==> config.mk <==
export PLATFORM = sky130hd
export DESIGN_NAME = input_port_irq
export DESIGN_NICKNAME = d
export VERILOG_FILES = /design/src/rtl/input_port_irq_pkg.sv /design/src/rtl/input_port_irq_port_debounce.sv /design/src/rtl/input_port_irq.sv
export SDC_FILE = /design/constraint.sdc
export NUM_CORES = 1
export LEC_CHECK = 0
export CAP_MARGIN = 20
export CORE_MARGIN = 3
export CORE_UTILIZATION = 50
export CTS_CLUSTER_SIZE = 20
export DETAILED_ROUTE_END_ITERATION = 10
export PLACE_DENSITY_LB_ADDON = 0.2
export SETUP_SLACK_MARGIN = 0.3
export SYNTH_ARGS = -nofsm -noshare
export SYNTH_HDL_FRONTEND = slang
export SYNTH_SLANG_ARGS = --single-unit
==> constraint.sdc <==
create_clock -name clk -period 2.36 [get_ports clk]
set_clock_uncertainty 0.05 [all_clocks]
set_input_delay 0.236 -clock clk [delete_from_list [all_inputs] [get_ports clk]]
set_output_delay 0.236 -clock clk [all_outputs]
set_load 0.03 [all_outputs]
==> src/rtl/input_port_irq_pkg.sv <==
// Shared definitions for the key/switch input port: ctrl and status bit
// positions plus the interrupt FSM encoding.
package input_port_irq_pkg;

  // ctrl (CPU output port) bit positions
  localparam int CTRL_ACK     = 0;
  localparam int CTRL_INT_EN  = 1;
  localparam int CTRL_CLR_OVR = 2;

  // status (CPU input port) bit positions
  localparam int STAT_PEND    = 0;
  localparam int STAT_OVR     = 1;

  // Interrupt FSM: pending is simply "in ST_PEND"
  typedef enum logic {
    ST_IDLE = 1'b0,
    ST_PEND = 1'b1
  } irq_state_t;

endpackage

==> src/rtl/input_port_irq_port_debounce.sv <==
// Whole-word synchroniser and debouncer for the raw key bus. A new word is
// accepted once it has been seen unchanged at the synchroniser output for
// DEBOUNCE_CYCLES consecutive samples. accept is a one-cycle combinational
// strobe valid on the edge where stable takes the candidate value.
module port_debounce
  import input_port_irq_pkg::*;
#(
  parameter int WIDTH           = 8,
  parameter int DEBOUNCE_CYCLES = 4,
  parameter int CNT_W           = 3
) (
  input  logic             clk,
  input  logic             reset,
  input  logic [WIDTH-1:0] raw,
  output logic [WIDTH-1:0] stable,
  output logic [WIDTH-1:0] cand,
  output logic             accept
);

  localparam logic [CNT_W-1:0] CNT_MAX = CNT_W'(DEBOUNCE_CYCLES - 1);

  logic [WIDTH-1:0] sync1_q, sync2_q;
  logic [WIDTH-1:0] cand_q, stable_q;
  logic [CNT_W-1:0] cnt_q;

  logic same, settled;

  assign same    = (sync2_q == cand_q);
  assign settled = (cnt_q == CNT_MAX);
  assign accept  = same && settled && (cand_q != stable_q);
  assign stable  = stable_q;
  assign cand    = cand_q;

  // Two-flop synchroniser for the asynchronous key levels
  always_ff @(posedge clk or posedge reset) begin
    if (reset) begin
      sync1_q <= '0;
      sync2_q <= '0;
    end else begin
      sync1_q <= raw;
      sync2_q <= sync1_q;
    end
  end

  // Any change restarts the count; counter saturates, never wraps
  always_ff @(posedge clk or posedge reset) begin
    if (reset) begin
      cand_q   <= '0;
      stable_q <= '0;
      cnt_q    <= '0;
    end else if (!same) begin
      cand_q <= sync2_q;
      cnt_q  <= '0;
    end else if (cnt_q < CNT_MAX) begin
      cnt_q <= cnt_q + 1'b1;
    end else if (cand_q != stable_q) begin
      stable_q <= cand_q;
    end
  end

endmodule

==> src/rtl/input_port_irq.sv <==
// CPU input port for the debounced key bus. Latches each accepted key word,
// raises a level interrupt on every acceptance, and flags overrun when a new
// word arrives before the previous one was acknowledged.
module input_port_irq
  import input_port_irq_pkg::*;
#(
  parameter int WIDTH           = 8,
  parameter int DEBOUNCE_CYCLES = 4,
  parameter int CNT_W           = 3
) (
  input  logic             clk,
  input  logic             reset,
  input  logic [WIDTH-1:0] keys_in,
  input  logic [7:0]       ctrl,
  output logic [WIDTH-1:0] data_out,
  output logic [7:0]       status,
  output logic             pint
);

  logic [WIDTH-1:0] db_stable, db_cand;
  logic             db_accept;

  logic [WIDTH-1:0] data_q;
  logic             ack_prev_q;
  logic             ovr_q;
  irq_state_t       state_q;

  logic ack_rise, pending;
  logic ctrl_unused;

  port_debounce #(
    .WIDTH           (WIDTH),
    .DEBOUNCE_CYCLES (DEBOUNCE_CYCLES),
    .CNT_W           (CNT_W)
  ) u_debounce (
    .clk    (clk),
    .reset  (reset),
    .raw    (keys_in),
    .stable (db_stable),
    .cand   (db_cand),
    .accept (db_accept)
  );

  // Ack is edge-triggered so a held ack bit clears only one event
  assign ack_rise    = ctrl[CTRL_ACK] & ~ack_prev_q;
  assign pending     = (state_q == ST_PEND);
  assign ctrl_unused = ^{ctrl[7:3], db_stable};

  // Data register loads the candidate on the accept edge
  always_ff @(posedge clk or posedge reset) begin
    if (reset)          data_q <= '0;
    else if (db_accept) data_q <= db_cand;
  end

  // Previous ack level for rising-edge detection
  always_ff @(posedge clk or posedge reset) begin
    if (reset) ack_prev_q <= 1'b0;
    else       ack_prev_q <= ctrl[CTRL_ACK];
  end

  // Interrupt FSM with sticky overrun; a new overrun beats clr_ovr
  always_ff @(posedge clk or posedge reset) begin
    if (reset) begin
      state_q <= ST_IDLE;
      ovr_q   <= 1'b0;
    end else begin
      unique case (state_q)
        ST_IDLE: if (db_accept) state_q <= ST_PEND;
        ST_PEND: if (ack_rise && !db_accept) state_q <= ST_IDLE;
        default: state_q <= ST_IDLE;
      endcase
      if (pending && db_accept && !ack_rise) ovr_q <= 1'b1;
      else if (ctrl[CTRL_CLR_OVR])           ovr_q <= 1'b0;
    end
  end

  assign data_out = data_q;
  assign status   = {6'b0, ovr_q, pending};
  assign pint     = pending & ctrl[CTRL_INT_EN];

endmodule
Word-level counts from Yosys, hierarchy flattened
Cells that the tools add are included.
{"block": "classes", "bitwise_logic": 5, "add_sub_neg": 1, "eq_ne": 4, "reduce_logical": 9, "muxes": 7, "order_cmp": 1}
{"operator": "$eq 8x8->1", "count": 1}
{"operator": "$ne 8x8->1", "count": 1}
{"operator": "$mux 3", "count": 2}
{"operator": "$logic_and 1x1->1", "count": 5}
{"operator": "$mux 1", "count": 4}
{"operator": "$add 3x1->3 const B", "count": 1}
{"operator": "$eq 3x2->1 const B", "count": 1}
{"operator": "$lt 3x2->1 const B", "count": 1}
{"operator": "$not 1->1", "count": 3}
{"operator": "$reduce_and 3->1", "count": 1}
{"operator": "$and 1x1->1", "count": 2}
{"operator": "$logic_not 1->1", "count": 2}
{"operator": "$ne 2x2->1 const B", "count": 1}
{"operator": "$pmux 1 s2", "count": 1}
{"operator": "$reduce_bool 2->1", "count": 1}
{"block": "totals", "word_cells": 36, "register_bits": 46, "inputBits": 18, "output_inout_bits": 17}

Depth between registers and ports, before layout
Gate-level depths: netlist (run 1).
{"block": "logic_depth", "word_depth": 7, "mapped_depth": 5, "ltp_nobuf": 5}

Cells and area by module
Synthesis (run 1) repeated with hierarchy kept, for this count alone.
{"block": "hier_totals", "hier_cells": 126, "area_unflattened_um2": 1796.7}
{"mod": "port_debounce", "cells_each": 89, "area_each_um2": 1285.0, "seq_area_each_um2": 875.8, "instances": 1}
{"mod": "input_port_irq", "cells_each": 37, "area_each_um2": 511.7, "seq_area_each_um2": 275.3, "instances": 1}

Worst setup path before layout (run 1)
OpenSTA, ideal clock, no wires.
{"block": "synth_timing", "path_kind": "register to register", "from": "register u_debounce.cand_q[3] (netlist: u_debounce.cand[3])", "to": "register u_debounce.stable_q[0] (netlist: u_debounce.stable[0])", "path_stages_with_launch": 6, "n_path_buf": 1, "synth_period_minus_slack_ps": 1804, "setup_time_ps": 125, "arrival_ps": 1629, "required_ps": 2185, "slack_ps": 556, "cell_sequence": "dfrtp_1 > xor2_1 > nor4_4 > o2111a_1 > buf_4 > mux2_2"}
{"block": "synth_via", "elab_chain_len": 2, "word_cells_on_any_way": 3, "cone_classes": "eq/ne (2); reduce/logical (1)"}
{"element": "start: declaration", "line": "input_port_irq_port_debounce.sv:23", "rtl": "logic [WIDTH-1:0] cand_q, stable_q;"}
{"element": "start signal: assignment", "line": "input_port_irq_port_debounce.sv:52", "rtl": "cand_q <= sync2_q;"}
{"element": "$ne 8x8->1 or $eq 8x8->1 (tied branches)", "line": "input_port_irq_port_debounce.sv:56, input_port_irq_port_debounce.sv:28"}
{"element": "$reduce_and 3->1 (no source line) *"}
{"element": "end signal: assignment", "line": "input_port_irq_port_debounce.sv:57", "rtl": "stable_q <= cand_q;"}
{"element": "end: declaration", "line": "input_port_irq_port_debounce.sv:23"}
Every way passes the cells marked *; elsewhere a longest branch is shown, timed or not.
A chain may end at the register's enable or synchronous reset.

Final worst setup path (run 1)
{"block": "layout_timing", "from": "register u_debounce.cand_q[5] (netlist: u_debounce.cand[5])", "to": "register u_debounce.stable_q[0] (netlist: u_debounce.stable[0])"}
Same word-level chain as after synthesis.

==> results.md, run 1 <==
Status:
- The run finished with clean final reports.

Power and ir drop:
- Of the total power, registers draw 0.607.
- The analysis attributes to net switching a power of 297 µW.
- The switching power as a share of total power is 0.219.
- For this design the static power due to leakage is 0.000942 µW.
- The peak supply drop is 0.000529 V.
- The internal portion of the total power is 1060 µW.
- Of the total power, the clock network draws 0.335.
- Dividing total power by cell area gives a power density of 655 nW/µm².
- Of the total power, combinational logic draws 0.058.

Clock tree:
- The buffer type at the clock tree root is sky130_fd_sc_hd__clkbuf_4.
- Clock-pin slew was measured on the worst setup and hold paths at 130 ps.
- The number of clock buffers added by TritonCTS is 5.
- Gates resized during post-CTS repair numbered 0.
- In this run, post-CTS hold repair placed 0 buffers.
- Post-CTS timing repair inserted 0 buffers for setup.
- Counting every sink on the clock net gives 46.
- The number of levels the H-tree was split into is 2.
- The clock tree from TritonCTS is built.
- No sink is reached through more buffers than the 2 on the longest clock path.
- At the later pin of the worst-skew pair, clock insertion delay measures 350 ps.

STA:
- The count of final max-slew check failures came to 0.
- The hold violation total from the final report is 0.
- The worst hold slack is 254 ps.
- The fmax is 0.521 GHz.
- Setup repair after global routing left no endpoint under its margin.
- For the pin with the worst max-slew slack, the measured transition is 553 ps.
- Of the available clock period, the critical path in the final layout requires 0.814.
- Measured against its own limit, the worst slew margin works out to 0.631.
- The total negative slack is 0 ps.
- The count of endpoints failing setup in the final report is 0.
- The worst path in the final design needs a cycle of 1920 ps, including I/O delays and setup.

Floorplan:
- 35 I/O pins were placed.
- In this run the vertical extent of the chip is 65.7 µm.
- For this configuration, the core starts out at a cell density of 0.525.
- Measured along the x axis, the die boundary spans 65.7 µm.
- The total number of placement rows is 21.
- In this run the standard cell core region covers 3390 µm².
- The die covers 4310 µm².

Detailed routing:
- The residual DRC count is 0.
- Dividing the detail-routed wire length by the instance count gives 12.4 µm.
- Detailed routing inserted a total of 908 vias.
- For this run, the detailed router's first-pass iteration total came to 4.
- In this run the remaining antenna-violating nets after routing total 0.
- The final wirelength is 2360 µm.
- After the first detailed-routing iteration, the DRC count stood at 33.
- Using the TritonRoute via totals, the vias-per-cell ratio works out to 4.78.

Placement:
- The wire-length estimate of the detail-placed layout is 1670 µm.
- After detailed placement, the total cell area comes to 2000 µm².
- The count of buffers added on input and output ports is 23.
- The routability congestion estimate from global placement is 0.679.

Worst setup path:
- The launching element type of the critical path is a register.
- The worst endpoint required time is 2560 ps.
- The critical setup path kind is reg2reg.
- At the worst endpoint, the arrival time is 2120 ps.
- The type of element capturing the critical path is a register.
- Of all nets on the critical path, the largest fanout is 8.

Flow run:
- The number of maximum-capacitance constraint violations is 0.

GRT:
- The number of antenna violations at the first check in global routing is 0.
- Across every metal layer, demand over resource in global routing totals 0.134.
- The residual overflow from global routing is 0.
- The number of global-route vias before repair is 960.
- The first global-routing pass estimated 4170 µm of wire.
- The largest net degree at the start of global routing is 47.

Layout:
- Leaving out fill and tap cells, the most frequent cell in the layout is sky130_fd_sc_hd__dfrtp_1.
- The growth of design area from synthesis to finish is 16.6%.
- At the end of the flow, the number of nets in the layout was 163.
- The ratio of cells with drive above 1 in the final layout is 0.201.
- After routing the design area is 2080 µm².
- After filler insertion, the fill cell instance count of the layout stands at 272.
- For this run, the share of the core covered by cells in the final layout is 0.612.
- The repair_antennas step left the layout with diodes totalling 0.
- Leaving out fill and tap cells, the most frequent cells in the layout are sky130_fd_sc_hd__dfrtp_1 (46), sky130_fd_sc_hd__clkdlybuf4s50_1 (23), sky130_fd_sc_hd__mux2_2 (16).

Synth:
- The post-synthesis sequential area ratio is 0.647.
- During synthesis, Yosys emitted a total of 0 warnings.
- The post-synthesis cell count is 124.
- The post-synthesis cell area is 1780 µm².
- In this run, synthesis produced a sequential element count of 46.
- After synthesis, the mean cell area works out to 14.4 µm².
- The number of distinct library cells after synthesis is 21.

Hold path:
- In this run the worst hold path is classified as in2reg.
## Yosys cell counts
cell                        instances  share of area
sky130_fd_sc_hd__nor2_1             3         0.0063
sky130_fd_sc_hd__and2_1             1         0.0035
sky130_fd_sc_hd__o2111ai_4          1          0.015
sky130_fd_sc_hd__nor3b_1            1         0.0042
sky130_fd_sc_hd__o22ai_1            1         0.0035
sky130_fd_sc_hd__nand4_1            2         0.0070
sky130_fd_sc_hd__nor4_4             2          0.024
sky130_fd_sc_hd__nand2_1            5          0.011
sky130_fd_sc_hd__a21oi_1            2         0.0056
sky130_fd_sc_hd__buf_4              9          0.038
sky130_fd_sc_hd__conb_1             1         0.0021
sky130_fd_sc_hd__clkbuf_1           8          0.017
sky130_fd_sc_hd__ha_1               2          0.014
sky130_fd_sc_hd__xnor2_1            8          0.039
sky130_fd_sc_hd__nor3_1             1         0.0028
sky130_fd_sc_hd__dfrtp_1           46           0.65
sky130_fd_sc_hd__inv_1              4         0.0084
sky130_fd_sc_hd__o21ai_0            2         0.0056
sky130_fd_sc_hd__o2111a_1           1         0.0063
sky130_fd_sc_hd__xor2_1             8          0.039
sky130_fd_sc_hd__mux2_2            16           0.10
## critical path, stage by stage (launching register included)
cell,delay [ps]
sky130_fd_sc_hd__dfrtp_1,440
sky130_fd_sc_hd__xor2_1,200
sky130_fd_sc_hd__nor4_4,380
sky130_fd_sc_hd__o2111a_2,390
sky130_fd_sc_hd__mux2_2,360
## worst paths after layout
path / startpoint / to / slack (ps) / depth (start not counted)
min in group asynchronous: reset / u_debounce.sync2_q[4] / 260 / 3
hold / removal: keys_in[1] / u_debounce.sync1_q[1] / 250 / 1
max in group asynchronous: reset / u_debounce.cnt_q[0] / 1630 / 3
setup / recovery: u_debounce.cand[5] / u_debounce.stable[0] / 440 / 4
setup reg to reg: u_debounce.cand[5] / u_debounce.stable[0] / 440 / 4
hold reg to reg: u_debounce.sync1_q[2] / u_debounce.sync2_q[2] / 310 / 0
## per-layer routing
metal / track usage / vias up / share of wire / routed length [µm]
met4: 0.0829 / 0 / 0.031 / 73
li1: - / 425 / - / -
met1: 0.154 / 447 / 0.43 / 1030
met5: 0 / - / 0 / 0
met3: 0.0564 / 9 / 0.065 / 154
met2: 0.205 / 27 / 0.47 / 1110
## area by class of cell
cell class / count / area, µm² / share of cell area
inverters: 4 / 15.0 / 0.00723
well taps: 46 / 57.6 / 0.0277
flip-flops and latches: 46 / 1150 / 0.555
multi-input cells: 62 / 537 / 0.259
repair buffers: 24 / 238 / 0.115
clock inverters: 3 / 40.0 / 0.0193
clock buffers: 5 / 37.5 / 0.0181
## metrics by stage
step	setup slack, ps	std cells	total power [µW]
2_1_floorplan	556	129	901
3_3_place_gp	324	182	919
3_5_place_dp	325	182	922
4_1_cts	305	190	1380
5_1_grt	342	190	1430
6_report	439	190	1360
## power groups by stage
| stage | logic [µW] | registers, µW | clock network, µW |
|---|---|---|---|
| after floorplan | 63.6 | 837 | 0 |
| after global placement | 79.2 | 840 | 0 |
| after detailed placement | 80.6 | 841 | 0 |
| after CTS | 81.0 | 826 | 472 |
| after global routing | 86.0 | 830 | 511 |
| final | 78.8 | 825 | 455 |
## state kept, by name, summed over array words and instances (netlist names)
signal	count
u_debounce.sync1_q	8
u_debounce.cnt_q	3
ovr_q	1
u_debounce.cand	8
u_debounce.stable	8
data_out	8
pending	1
ack_prev_q	1
u_debounce.sync2_q	8
## cell families (layout without fill, tap and decap cells)
kind of cell | Yosys count | after routing | synth area share
flops | 46 | 46 | 0.647
buf+inv | 21 | 36 | 0.0632
xor+xnor | 16 | 16 | 0.0787
mux | 16 | 16 | 0.101
simple gates | 15 | 15 | 0.0583
compound gates | 7 | 7 | 0.0358
fa+ha+maj | 2 | 2 | 0.0141
other cells | 1 | 6 | 0.00211
(Power assumes the default switching activity.)
==> inputs of run 2 (changes only) <==
==> constraint.sdc (replaced) <==
create_clock -name clk -period 2 [get_ports clk]
set_clock_uncertainty 0.05 [all_clocks]
set_input_delay 0.2 -clock clk [delete_from_list [all_inputs] [get_ports clk]]
set_output_delay 0.2 -clock clk [all_outputs]
set_load 0.03 [all_outputs]
==> run 2 against run 1 <==
Compared with the run above: final cell count grew 6.8%; sequential share of layout area is 5.4 points lower; register-to-register slack worse by 250 ps; critical path depth increased by 1; design area increased by 11%.
==> results.md, run 2 (synthesis results as in run 1) <==
Detailed routing:
- After detailed routing, the number of vias per cell comes to 4.86.
- The met1 wire length is 1220 µm.
- After detailed routing, the number of remaining DRC violations is 0.
- The average routed wire per standard cell is 14.3 µm.
- In the detailed route, the total length drawn on met3 is 126 µm.
- Across all layers, the routed design uses 986 vias.
- The final wirelength is 2900 µm.
- The highest metal layer with signal wires is met4.
- For this run, the detailed router's first-pass iteration total came to 4.
- The iteration-0 DRC count of the detailed router is 74.
- The number of nets with antenna violations after routing is 0.
- The total length of routed met2 wires is 1510 µm.

Power and ir drop:
- The power density relative to cell area is 693 nW/µm².
- The static power due to leakage is 0.00109 µW.
- The peak supply drop is 0.000414 V.

Layout:
- The ratio of cells with drive above 1 in the final layout is 0.357.
- The most frequent standard cell in the layout excluding fill and tap cells is sky130_fd_sc_hd__dfrtp_1.
- The top cell types in the final layout, fill and taps aside, are sky130_fd_sc_hd__dfrtp_1 (40), sky130_fd_sc_hd__clkdlybuf4s50_1 (19), sky130_fd_sc_hd__buf_4 (9).
- The count of non-filler cells in the finished layout is 203.
- Relative to the synthesized area, the layout overhead comes to 29.9%.
- Once layout is done, the placed cells without fillers occupy 2310 µm².
- The total of fill cells in the finished design is 237.
- 0 antenna diodes ended up in the layout.
- In the final design database the tool counted 176 nets.

Worst setup path:
- The beginning of the worst register-to-register path is u_debounce.cand[0].
- The type of element capturing the critical path is a register.
- The depth of the worst register-to-register path is 5.
- At the worst endpoint, the arrival time is 2000 ps.
- At the worst endpoint, the required time is 2190 ps.
- In this run the register-to-register setup slack is 190 ps.
- The maximum fanout count along the critical path is 5.
- The endpoint identified for the worst register-to-register timing path is data_out[6].
- The critical setup path kind is reg2reg.
- STA classifies the critical path startpoint as a register.

Floorplan:
- The die is 65.7 µm tall.
- For this configuration, the core starts out at a cell density of 0.525.
- The x dimension of the die is 65.7 µm.
- The total number of placement rows is 21.
- The area of the core region is 3390 µm².
- Pin placement for this block handled 35 I/O pins.
- The area of the die is 4310 µm².

Flow run:
- The tool flagged a number of max-cap violations equal to 0.

GRT:
- The number of antenna violations at the first check in global routing is 0.
- The first global-routing pass estimated 5120 µm of wire.
- The largest net degree at the start of global routing is 47.
- The total overflow left after global routing is 0.
- For this run, the total global-route usage over all layers was measured as 0.163.
- The number of global-route vias before repair is 1068.

Clock tree:
- The insertion delay to the later sink of the worst-skew pair is 350 ps.
- Counting along the longest clock path gives a buffer depth of 2.
- The number of buffers created by CTS is 5.
- After clock tree synthesis, the clock-pin slew on the worst setup and hold paths is 130 ps.
- The clock tree from TritonCTS is built.
- The buffer type at the clock tree root is sky130_fd_sc_hd__clkbuf_4.
- The clock net in this run drives a total of 46 sinks.
- The H-tree was split into 2 levels.

STA:
- The count of final max-slew check failures is 0.
- The worst hold slack is 127 ps.
- The worst path needs 1810 ps of the cycle, external delays included.
- For the final routed database, the setup TNS stands at 0 ps.
- The fmax is 0.552 GHz.
- The hold violation total from the final report is 0.
- Setup repair after global routing could not meet its margin everywhere.
- Setup violations remaining at the end of the flow were counted as 0.
- In the finished design, the share of the clock period the worst path needs comes to 0.906.
- After layout, the worst setup slack is 187 ps.

Placement:
- The count of buffers added on input and output ports is 23.
- The total cell area at the placement stage is 2050 µm².
- Before CTS, the worst setup slack after placement is 104 ps.
- At the end of routability-driven placement, the weighted congestion stood at 0.698.
- The number of cells after detailed placement is 186.

Status:
- The flow ran to the end, and the final reports show no timing, DRC or antenna violations.

Hold path:
- The class of the worst hold path is in2async.
run 2: changes by cell type in the layout (fill, tap and decap cells not counted), sizes merged:
cell / delta
dlymetal6s2s: +3
clkinv: -3
clkbuf: +3
inv: +1
bufinv: -1
dlygate4sd2: +1
clkdlybuf4s50: -4
o2111ai: +1
buf: +12
run 2: cell type report:
type	instances	area (µm²)	share of cell area
clock buffers	8	78.8	0.0341
repair buffers	36	358	0.155
flip-flops and latches	46	1160	0.501
well taps	46	57.6	0.0249
inverters	4	15.0	0.00649
multi-input cells	63	646	0.279
run 2: worst max-delay path by stage:
stage / from / cells past startpoint / endpoint
floorplan: u_debounce.cand[4] / 5 / u_debounce.stable[0]
global placement: u_debounce.cand[4] / 5 / data_out[1]
detailed placement: u_debounce.cand[1] / 5 / data_out[7]
CTS: u_debounce.sync2_q[1] / 5 / data_out[7]
global route: u_debounce.cand[1] / 5 / data_out[1]
finish: u_debounce.cand[0] / 5 / data_out[6]
run 2: metal layers:
metal / GRT usage / vias to the layer above
met5: 0 / -
met2: 0.263 / 27
met4: 0.0855 / 0
li1: - / 458
met3: 0.0427 / 5
met1: 0.201 / 496
run 2: critical path, cell delays in order, from the launching register on:
cell,delay (ps)
sky130_fd_sc_hd__dfrtp_2,450
sky130_fd_sc_hd__xor2_1,190
sky130_fd_sc_hd__nor4_4,290
sky130_fd_sc_hd__buf_4,200
sky130_fd_sc_hd__o2111ai_4,200
sky130_fd_sc_hd__mux2_2,330
run 2: report_power, final:
| part | internal (µW) | switching [µW] | leakage [µW] | total [µW] |
|---|---|---|---|---|
| combinational | 54.6 | 62.3 | 0.000467 | 117 |
| clock | 241 | 266 | 0.0000446 | 507 |
| sequential | 957 | 23.5 | 0.000579 | 980 |
| total | 1250 | 352 | 0.00109 | 1600 |
run 2: metrics by stage:
stage	power, µW	utilization
2_1_floorplan	1070	-
3_3_place_gp	1090	0.606
3_5_place_dp	1100	0.606
4_1_cts	1620	0.667
5_1_grt	1690	0.683
6_report	1600	0.683
run 2: what timing repair did:
| item | in CTS | in global routing |
|---|---|---|
| cloned | 1 | 0 |
| hold buffers | 0 | 0 |
| buffers inserted | 7 | 1 |
| setup endpoints to repair | 18 | 23 |
| pin swaps | 5 | 5 |
| resized for setup | 15 | 13 |
